`config.mk`:
```
export PLATFORM = sky130hd
export DESIGN_NAME = clk_div_bank
export DESIGN_NICKNAME = d
export VERILOG_FILES = /design/src/rtl/clk_div_bank.sv
export SDC_FILE = /design/constraint.sdc
export NUM_CORES = 1
export LEC_CHECK = 0
export ABC_CLOCK_PERIOD_IN_PS = 5000
export BUFFER_PORTS_ARGS = -buffer_cell sky130_fd_sc_hd__buf_2
export CORE_MARGIN = 8
export CORE_UTILIZATION = 34
export DETAILED_ROUTE_END_ITERATION = 16
export MAX_ROUTING_LAYER = met4
export SETUP_SLACK_MARGIN = 0.1
export SLEW_MARGIN = 20
export SYNTH_ARGS = -nofsm -noshare
export SYNTH_HDL_FRONTEND = slang
export SYNTH_HIERARCHICAL = 1
export SYNTH_SLANG_ARGS = --single-unit
```
`constraint.sdc`:
```
create_clock -name clk -period 5 [get_ports clk]
set_clock_uncertainty 0.2 [all_clocks]
set_input_delay 0.25 -clock clk [delete_from_list [all_inputs] [get_ports clk]]
set_output_delay 0.25 -clock clk [all_outputs]
set_load 0.05 [all_outputs]
```
`src/rtl/clk_div_bank.sv`:
```
// clk_div_bank: NCH independent programmable clock-enable dividers.
// Each channel outputs a one-cycle tick and a registered square wave.
// A new divisor is written through a valid/ready port. It is held as
// pending and takes effect only at a period boundary, so no channel
// ever emits a runt pulse.
// Optional feature: define CLK_DIV_ALIGN_EN to add the `align` input.
// When align is high at an edge, all channel counters restart together.

module clk_div_ch #(
   parameter int DIV_W   = 16,
   parameter int DEF_DIV = 2
) (
   input  logic             clk,
   input  logic             rst,
   input  logic             en,
   input  logic             align,
   input  logic             wr,
   input  logic [DIV_W-1:0] wr_div,
   output logic             tick,
   output logic             clk_out,
   output logic             busy
);

   logic [DIV_W-1:0] act_d, pend_d, cnt;
   logic             pend;
   logic             run, wrap, apply;

   // A stopped channel (act_d == 0) never runs, whatever en says.
   // When act_d == 1 the counter sits at 0, so every enabled edge is a
   // wrap edge.
   assign run   = en && (act_d != '0);
   assign wrap  = run && (cnt == act_d - 1'b1);
   assign apply = pend && (align || !run || wrap);
   assign busy  = pend;

   // Counter, divisor handoff at the period boundary, and registered outputs
   always_ff @(posedge clk or posedge rst) begin
      if (rst) begin
         act_d   <= DIV_W'(DEF_DIV);
         pend_d  <= '0;
         pend    <= 1'b0;
         cnt     <= '0;
         tick    <= 1'b0;
         clk_out <= 1'b0;
      end else begin
         // A write is only ever accepted while pend is low, so it
         // cannot collide with an apply on the same edge.
         if (wr) begin
            pend_d <= wr_div;
            pend   <= 1'b1;
         end else if (apply) begin
            act_d <= pend_d;
            pend  <= 1'b0;
         end
         if (apply || align || wrap || !run)
            cnt <= '0;
         else
            cnt <= cnt + 1'b1;
         // These outputs describe the old period, even on an apply edge.
         tick    <= wrap && !align;
         clk_out <= run && ((act_d == DIV_W'(1)) || (cnt < (act_d >> 1)));
      end
   end

endmodule

module clk_div_bank #(
   parameter int NCH     = 4,
   parameter int DIV_W   = 16,
   parameter int DEF_DIV = 2,
   localparam int CH_W   = (NCH > 1) ? $clog2(NCH) : 1
) (
   input  logic             clk,
   input  logic             rst,
   input  logic [NCH-1:0]   en,
`ifdef CLK_DIV_ALIGN_EN
   input  logic             align,
`endif
   input  logic             cfg_valid,
   output logic             cfg_ready,
   input  logic [CH_W-1:0]  cfg_ch,
   input  logic [DIV_W-1:0] cfg_div,
   output logic             cfg_err,
   output logic [NCH-1:0]   tick,
   output logic [NCH-1:0]   clk_out,
   output logic [NCH-1:0]   busy
);

   logic in_range;
   logic align_i;

`ifdef CLK_DIV_ALIGN_EN
   assign align_i = align;
`else
   assign align_i = 1'b0;
`endif

   assign in_range = (32'(cfg_ch) < 32'(NCH));

   // Stall only a write aimed at a channel that already holds a pending
   // divisor. Out-of-range writes are always accepted, then dropped.
   always_comb begin
      cfg_ready = 1'b1;
      for (int i = 0; i < NCH; i++)
         if (cfg_ch == CH_W'(i) && busy[i])
            cfg_ready = 1'b0;
   end

   // One-cycle error pulse for a write to a channel that does not exist
   always_ff @(posedge clk or posedge rst) begin
      if (rst)
         cfg_err <= 1'b0;
      else
         cfg_err <= cfg_valid && !in_range;
   end

   for (genvar i = 0; i < NCH; i++) begin : g_ch
      clk_div_ch #(.DIV_W(DIV_W), .DEF_DIV(DEF_DIV)) u_ch (
         .clk     (clk),
         .rst     (rst),
         .en      (en[i]),
         .align   (align_i),
         .wr      (cfg_valid && cfg_ready && (cfg_ch == CH_W'(i))),
         .wr_div  (cfg_div),
         .tick    (tick[i]),
         .clk_out (clk_out[i]),
         .busy    (busy[i])
      );
   end

endmodule

```
==> impl_metrics.toml <==
[finish]
final_nets = 1611
final_cells = 2079
fillers = 4311
drive_gt1_share_pct = 18.4
utilization_pct = 38.0
area_growth_pct = 11.3

[power]
p_int_uw = 3550
ir_drop_mv = 0.199
p_leak_uw = 0.00664
cellPowerDensity_nw_per_um2 = 307
clkPwrFrac_pct = 40.2
switching_share_pct = 29.1
power_switching_uw = 1460
power_frac_seq_pct = 41.6
p_comb_share_pct = 18.2

[global_route]
overflow = 0
grtUsageTotal_pct = 15.2
antenna_found_initial = 2
grt_start_max_net_pins = 52
grt_pass1_vias = 11495
grt_first_pass_wirelength_microns = 62100

[drt]
first_iter_violations = 894
first_pass_iters = 5
dr_wl_met2_microns = 17000
ant_nets = 0
wl_microns = 37700
viasPerCell = 5.69
via_count = 11835
top_layer = "met4"
wl_per_cell_microns = 18.1
route.detailed.drc = 0
met3_length_microns = 2190
met1_length_microns = 17500

[floorplanning]
std_cell_rows = 76
boundaryPins = 39
start_util_pct = 34.2
die_w_microns = 223
die_h_microns = 223
dieArea_sq_um = 49900
core_sq_um = 42800

[clocking]
cts_inserted_buffers = 24
clkTransAtPathRegs_ps = 60
cts_tree = "built"
cts-root-buf = "clkbuf_16"
cts.path.max_buffers = 3
cts_sinks = 204
clock_latency_ps = 550
cts_setup_buffers = 0
htreeDepth = 1

[synthesis]
synthSimpleGateAreaFrac_pct = 21.1
synth_fa_ha_area_share_pct = 6.16
synth_flop_cell = "dfrtp_1"
synth_compound_area_share_pct = 18.6
ys_ff_latch = 204
synth_edf_count = 0
ys_seq_area_share_pct = 35.0
synthMuxAreaShare_pct = 5.08
synth-async-reset-ratio_pct = 100
synth_warnings = 6
syn_inst = 1537
synth_top_family_by_area = "simple AND/OR/NAND/NOR gates"
yosys.area_share.xor_xnor_pct = 7.67
syn_area_sq_um = 14600
syn_avg_cell_area_sq_um = 9.51
synthDistinctLibCells = 60

[worst_setup_path]
ff2ff_path_depth = 9
critPathLaunchType = "flop"
path_cells = "inv_1 -> ha_1 -> or3b_1 -> or3_1 -> a2111oi_2 -> or3b_4 -> nand4_4 -> nor2_4 -> o21bai_1"
arrival_ps = 4030
r2r_setup_slack_ps = 1180
critPathKind = "reg -> reg"
r2r_start = "g_ch[2].u_ch/act_d[0]"
cp_max_fo = 33
end_kind = "flop"
r2r-end = "g_ch[2].u_ch/busy"
cpMaxStageDelayCell = "nor2_4"
cpPeakStageDelay_ps = 560
critPathRequiredTime_ps = 5210

[sta]
slew_viol_final = 0
hold_viol = 0
post-route-min-period_ps = 3820
max_freq_mhz = 262
finalCritPeriodShare_pct = 76.3
finalSetupViolCount = 0
fin_ws_ps = 1180
rsz0062_at_grt = "false"
fin_setup_tns_ps = 0
relSlewSlack_pct = 27.9
tightest_slew_ps = 1080

[job]
drv_cap = 0

[place]
post-place-cells = 2010
io_buffers = 37
gp_congestion = 0.886
hpwl_microns = 26200
dpl_worst_slack_ps = 1200

[hold_path]
whs_path_depth = 4
hold_path_class = "in -> reg"
holdCritStartpoint = "en[1]"
hold_end = "g_ch[1].u_ch/clk_out"

[status]
run_status = "finished clean"
==> logic make-up after synthesis <==
| logic type | count (synthesis) |
|---|---|
| AO/OA/AOI/OAI | 320 |
| XOR/XNOR | 128 |
| multiplexers | 65 |
| AND/OR/NAND/NOR | 537 |
| other | 1 |
| buffers and inverters | 210 |
| flip-flops | 204 |
| adder cells (fa/ha/maj) | 72 |
==> layout by cell type, fill, tap and decap left out, drive strengths merged, types with 24 or more instances in the layout <==
cell,n
xnor2,84
mux2,64
nand4,40
xor2,44
nor4,28
dfrtp,200
nor3,69
ha,72
a21oi,28
nand3,128
a21o,24
a31oi,64
clkbuf,33
buf,52
inv,73
o311ai,68
nand2,117
o22ai,64
nor2,36
==> synth_stat cells (all sizes together), types with 8 or more instances <==
library cell  number  area share (%)
or3               12            0.51
dfrtp            200              34
xnor2             84             5.0
nor4b              9            0.54
a31oi             64             2.7
o21ai             16            0.55
o211ai             8            0.41
inv               77             2.0
nand2b            16            0.68
xor2              44             2.6
or3b               8            0.55
ha                72             6.2
nand2            117             3.0
nor3b              9            0.46
a21o              24             1.2
o22ai             64             2.7
buf               49             2.3
and3b              8            0.48
nand4             40             2.1
nand3            128             4.4
mux2              64             4.9
a2111oi            8            0.65
or2                8            0.34
nor2              36             1.1
nor3              69             2.5
a211oi             8            0.41
nor2b              8            0.34
o311ai            68             6.9
clkbuf            84             2.2
nor4              28             2.0
a21oi             28             1.1
or4                8            0.41
nand4b            12            0.72
and3              16            0.68
==> repair_timing <==
item,in CTS,in global routing
hold buffers,20,0
endpoints found under the hold margin,267,0
gates resized for setup,0,0
==> power by group through the flow <==
stage	clock network, uW	logic (uW)	registers, uW
after floorplan	0	786	1990
after global placement	0	859	2100
after detailed placement	0	885	2110
after CTS	2070	905	2080
after global routing	2130	1010	2120
final	2010	910	2080
==> area by class of cell <==
type	count	area, sq um	area share [%]
diodes	2	5.00	0.0308
clock buffers	33	706	4.34
clock inverters	10	200	1.23
inverters	77	294	1.81
multi-input cells	1135	8700	53.4
flip-flops and latches	204	5110	31.4
well taps	546	683	4.20
repair buffers	72	578	3.55
==> worst max path at each step <==
stage                     startpoint  slack (ps)                    end
2_1_floorplan  g_ch[0].u_ch/act_d[0]        2070  g_ch[0].u_ch/act_d[7]
3_3_place_gp   g_ch[3].u_ch/act_d[0]        1280      g_ch[3].u_ch/busy
3_5_place_dp   g_ch[2].u_ch/act_d[0]        1200      g_ch[2].u_ch/busy
4_1_cts        g_ch[3].u_ch/act_d[0]        1180      g_ch[3].u_ch/busy
5_1_grt        g_ch[3].u_ch/act_d[0]         880      g_ch[3].u_ch/busy
6_report       g_ch[2].u_ch/act_d[0]        1180      g_ch[2].u_ch/busy
==> registers in the layout (all words and copies together) (netlist names) <==
name / cells
g_ch.u_ch/act_d: 64
g_ch.u_ch/busy: 4
g_ch.u_ch/clk_out: 4
g_ch.u_ch/cnt: 64
g_ch.u_ch/pend_d: 64
g_ch.u_ch/tick: 4
==> metrics by stage <==
step	hold WS (ps)	total power (uW)	cell area, sq um
6_report	45.0	5000	16300
5_1_grt	50.3	5250	16300
4_1_cts	19.7	5050	16200
3_5_place_dp	295	2990	15000
3_3_place_gp	290	2960	15000
2_1_floorplan	202	2780	14700
==> worst max-delay path, delay by kind of cell (launching register included) <==
family,cells,cell delay (ps)
buffers and inverters,1,140
DFF,1,470
adders and majority gates,1,220
and+or+nand+nor,5,2110
AOI/OAI and AO/OA,2,500
==> metal layers <==
layer / up-vias / global-route usage (%)
li1: 5661 / -
met1: 5840 / 20.5
met2: 268 / 23.2
met3: 66 / 2.72
met4: 0 / 4.38
met5: - / -
No activity file was read; power rests on OpenSTA's default activity.
